File: src/rtl/add_accum.sv
// add_accum: registered signed adder/subtractor with valid/ready handshake
// and optional K-beat burst accumulation.
//
// Each accepted beat forms T = X +/- Y exactly in n+1 bits. In single mode T
// is emitted as one result. In accumulate mode K consecutive terms are summed
// at full precision (W bits) and emitted as one result.
//
// Ports:
//   clk        rising-edge clock
//   rst        synchronous reset, active-high
//   in_valid   X/Y/sub/acc_en valid this cycle
//   in_ready   block accepts a beat this cycle (combinational)
//   X, Y       signed n-bit operands
//   sub        per beat: 0 -> X+Y, 1 -> X-Y
//   acc_en     sampled on the first beat of a burst: 0 single, 1 accumulate K
//   out_valid  S holds a result
//   out_ready  downstream consumes S this cycle
//   S          signed W-bit result
//   busy       accumulation burst in progress
module add_accum #(
    parameter int n = 4,
    parameter int K = 4,
    localparam int unsigned W = n + 1 + $clog2(K)
) (
    input  logic                clk,
    input  logic                rst,
    input  logic                in_valid,
    output logic                in_ready,
    input  logic signed [n-1:0] X,
    input  logic signed [n-1:0] Y,
    input  logic                sub,
    input  logic                acc_en,
    output logic                out_valid,
    input  logic                out_ready,
    output logic signed [W-1:0] S,
    output logic                busy
);

    // Counter must be at least one bit wide even when K == 1.
    localparam int unsigned CW = (K > 1) ? $clog2(K) : 1;
    localparam int unsigned TW = n + 1;

    typedef enum logic {
        IDLE = 1'b0,
        ACC  = 1'b1
    } state_t;

    state_t                state;
    logic signed [W-1:0]   acc;
    logic [CW-1:0]         cnt;

    logic signed [TW-1:0]  x_ext;
    logic signed [TW-1:0]  y_ext;
    logic signed [TW-1:0]  term;
    logic signed [W-1:0]   term_w;
    logic                  acc_beat;
    logic                  last_beat;

    // Upstream may push whenever the output slot is empty or being drained.
    assign in_ready = !out_valid || out_ready;
    assign acc_beat = in_valid && in_ready;

    // Signed size casts sign-extend, so T is exact and widens without wrap.
    assign x_ext  = TW'(X);
    assign y_ext  = TW'(Y);
    assign term   = sub ? (x_ext - y_ext) : (x_ext + y_ext);
    assign term_w = W'(term);

    assign last_beat = (cnt == CW'(K - 1));

    assign busy = (state == ACC);

    // Burst FSM, accumulator and output register.
    always_ff @(posedge clk) begin
        if (rst) begin
            state     <= IDLE;
            acc       <= '0;
            cnt       <= '0;
            S         <= '0;
            out_valid <= 1'b0;
        end else begin
            // Drain first; a result loaded below on this same edge wins.
            if (out_valid && out_ready) begin
                out_valid <= 1'b0;
            end

            if (acc_beat) begin
                case (state)
                    IDLE: begin
                        if (acc_en && (K > 1)) begin
                            acc   <= term_w;
                            cnt   <= CW'(1);
                            state <= ACC;
                        end else begin
                            S         <= term_w;
                            out_valid <= 1'b1;
                        end
                    end
                    ACC: begin
                        if (last_beat) begin
                            S         <= acc + term_w;
                            out_valid <= 1'b1;
                            acc       <= '0;
                            cnt       <= '0;
                            state     <= IDLE;
                        end else begin
                            acc <= acc + term_w;
                            cnt <= cnt + CW'(1);
                        end
                    end
                    default: begin
                        state <= IDLE;
                    end
                endcase
            end
        end
    end

endmodule

File: config.mk
export PLATFORM = sky130hd
export DESIGN_NAME = add_accum
export DESIGN_NICKNAME = d
export VERILOG_FILES = /design/src/rtl/add_accum.sv
export SDC_FILE = /design/constraint.sdc
export NUM_CORES = 1
export LEC_CHECK = 0
export BUFFER_PORTS_ARGS = -buffer_cell sky130_fd_sc_hd__buf_2
export CAP_MARGIN = 20
export CORE_MARGIN = 2
export CORE_UTILIZATION = 45
export CTS_CLUSTER_DIAMETER = 150
export CTS_CLUSTER_SIZE = 25
export DETAILED_ROUTE_END_ITERATION = 8
export GPL_ROUTABILITY_DRIVEN = 1
export PLACE_DENSITY = 0.67
export SLEW_MARGIN = 0
export SYNTH_ARGS = -nofsm -noshare
export SYNTH_HDL_FRONTEND = slang
export SYNTH_SLANG_ARGS = --single-unit
File: constraint.sdc
create_clock -name clk -period 3.35 [get_ports clk]
set_clock_uncertainty 0.2 [all_clocks]
set_input_delay 0.1675 -clock clk [delete_from_list [all_inputs] [get_ports clk]]
set_output_delay 0.1675 -clock clk [all_outputs]
set_load 0.1 [all_outputs]
==> flow_metrics.py <==
metrics = {
    "finish": {
        "fill_cells": 277,
        "num-nets-final": 223,
        "area_growth_pct": 21.0,
        "mostFrequentLayoutCells": "buf_2, nor2_1, dfxtp_1",
        "drive_gt1_share_pct": 30.6,
        "fin_area_mm2": 0.00164,
        "final_common_cell": "buf_2",
        "multiInputGateArea_um2": 926,
        "diodes": 0,
        "regArea_um2": 360,
    },
    "clocking": {
        "cts_buffers": 3,
        "cts_tree": "built",
        "path_clk_slew_ns": 0.11,
        "root_buffer": "clkbuf_4",
        "clockBufferDepth": 2,
        "htreeDepth": 1,
        "cts.sinks": 18,
        "worstSkewPairLatency_ns": 0.29,
    },
    "floorplanning": {
        "start_util_pct": 48.2,
        "core_area_mm2": 0.00281,
        "num_rows": 19,
        "dieHeight_um": 58.8,
        "die_area_mm2": 0.00346,
        "ios": 24,
        "die_x_um": 58.8,
    },
    "synth": {
        "mappedNetlistNets": 187,
        "syn_inst": 158,
        "syn-cell-area_mm2": 0.00135,
        "ys_warn_count": 0,
        "ys.flop_type": "dfxtp_1",
        "synth_edf_count": 0,
        "ys_ff_latch": 18,
        "synth_area_leaders": "dfxtp_1, ha_1, nor2_1",
        "async_flop_share_pct": 0,
        "syn_area_per_cell_um2": 8.56,
        "yosysSeqAreaShare_pct": 26.6,
        "synth_cell_types": 42,
        "synth_top_cell_by_area": "dfxtp_1",
        "synth_top_area_share_pct": 26.6,
    },
    "worst_setup_path": {
        "rrSetupSlack_ns": 1.01,
        "rr_startpoint": "acc[0]",
        "worstReg2RegEnd": "acc[6]",
        "crit_fanout": 2,
        "cpPeakStageDelay_ns": 0.50,
        "crit_type": "input port to flop",
        "critPathRequiredTime_ns": 3.39,
        "end_kind": "flop",
        "path_cells": "buf_2 > inv_1 > ha_1 > mux2_2 > fa_1 > o21ai_0 > a21oi_2 > xnor2_4 > ha_1 > o21ai_0 > or4b_4 > o2111ai_2 > nand2_2 > mux2_2 > o22ai_2",
        "cp_slowest_cell": "or4b_4",
        "crit_arrival_ns": 3.28,
        "rr_worst_depth": 8,
        "worstSetupStartpointType": "input port",
    },
    "detailed_routing": {
        "drc": 3,
        "drtAntennaViolNets": 0,
        "first_pass_iters": 6,
        "viasPerCell": 5.54,
        "routed_wl_um": 3000,
        "first_iter_violations": 65,
        "via_count": 1242,
        "post_drt_wl_per_cell_um": 13.4,
    },
    "power_and_ir_drop": {
        "powerDensity_mw_per_mm2": 537,
        "ir_drop_v": 0.000171,
        "finalPower_mw": 0.879,
        "power.leakage_nw": 0.743,
    },
    "sta": {
        "slew_headroom_pct": 57.8,
        "finalSetupViolCount": 0,
        "hold_ws_ns": 0.0588,
        "post-route-min-period_ns": 3.24,
        "hold_viol_final": 0,
        "setup_ws_ns": 0.110,
        "timing.fmax_mhz": 309,
        "rsz0062_at_grt": "false",
        "worst_slew_pin_slew_ns": 0.630,
        "tns_ns": 0,
        "finalCritPeriodShare_pct": 96.7,
        "slew_violations": 0,
    },
    "job": {
        "maxCapViolCount": 0,
    },
    "grt": {
        "overflow": 0,
        "grt_max_degree": 20,
        "grt_pass1_wl_um": 5000,
        "antenna_found_initial": 0,
        "grt_pass1_vias": 1124,
        "grtUsageTotal_pct": 19.0,
    },
    "placement": {
        "hpwl_um": 2420,
        "portBuffers": 23,
        "placement.cell_area_mm2": 0.00157,
        "gp_congestion": 0.911,
        "pre_cts_ws_ns": -0.227,
    },
    "run_status": {
        "outcome": "complete, but fails checks",
        "violations": "DRC",
    },
    "worst_hold_path": {
        "whs_path_depth": 2,
        "min_to": "cnt[1]",
        "hp-start": "rst",
        "worstHoldPathType": "input port to flop",
    },
}
[state kept, by name, summed over array words and instances (netlist names)]
signal	count
busy	1
acc	7
S	7
cnt	2
out_valid	1
[per-stage QoR]
stage	util, %	cells
4_1_cts	57.8	223
2_1_floorplan	-	158
5_1_grt	58.3	224
3_5_place_dp	56.1	218
3_3_place_gp	56.1	218
6_report	58.3	224
[power by group]
group	leakage [nW]	internal, mW	switching [mW]
sequential	0.148	0.238	0.0188
combinational	0.574	0.196	0.288
clock	0.0210	0.0662	0.0710
[per-layer routing]
layer  GRT usage [%]  vias to the layer above  share of wire (%)
met5               0                        -                  0
met4            6.82                        0                1.3
met3            2.64                        4                3.6
met2            33.0                       31                 49
met1            23.7                      581                 46
li1                -                      626                  -
[critical path, delay by kind of cell]
family                     cells  cell delay (ns)
and+or+nand+nor                2             0.59
buffers and inverters          2             0.13
adders and majority gates      3             0.98
muxes                          2             0.55
xor gates and xnor gates       1             0.14
AOI/OAI and AO/OA              5             0.70
[cells by family after synthesis]
logic type      share of synthesized area (%)
compound gates                           23.2
xor+xnor                                 8.42
fa+ha+maj                                15.0
buf+inv                                  5.55
flops                                    26.6
mux                                      1.67
simple gates                             19.5
[cells in the mapped netlist (all sizes together), types with 3 or more instances]
| library cell | instances |
|---|---|
| a21o | 3 |
| nor3 | 10 |
| inv | 12 |
| xnor2 | 8 |
| nor2 | 21 |
| a311oi | 3 |
| ha | 13 |
| nand2 | 8 |
| nor3b | 3 |
| clkbuf | 3 |
| buf | 4 |
| a21oi | 9 |
| o21ai | 7 |
| nor2b | 3 |
| and2 | 3 |
| dfxtp | 18 |
| a211oi | 11 |
[layout make-up]
type | count | share of cell area (%)
multi-input combinational | 121 | 56.6
sequential | 18 | 22.0
timing repair buffer | 38 | 14.1
inverter | 12 | 2.75
tap | 31 | 2.37
clock buffer | 4 | 2.22
[timing repair]
item / CTS / global route
gates resized for setup: 0 / 3
hold buffers: 1 / 0
endpoints found under the setup margin: 0 / 3
setup buffers: 0 / 1
hold endpoints to repair: 1 / 0
[worst max-delay path by stage]
stage	slack [ns]	from	depth (start not counted)	to
finish	0.11	Y[0]	15	acc[6]
detailed placement	-0.23	Y[0]	17	acc[6]
CTS	0.07	Y[0]	17	acc[6]
global route	0.009	Y[0]	15	acc[6]
global placement	-0.10	Y[0]	17	acc[6]
floorplan	0.01	Y[0]	14	acc[6]
Note: power is estimated with default switching activity, not from simulation.
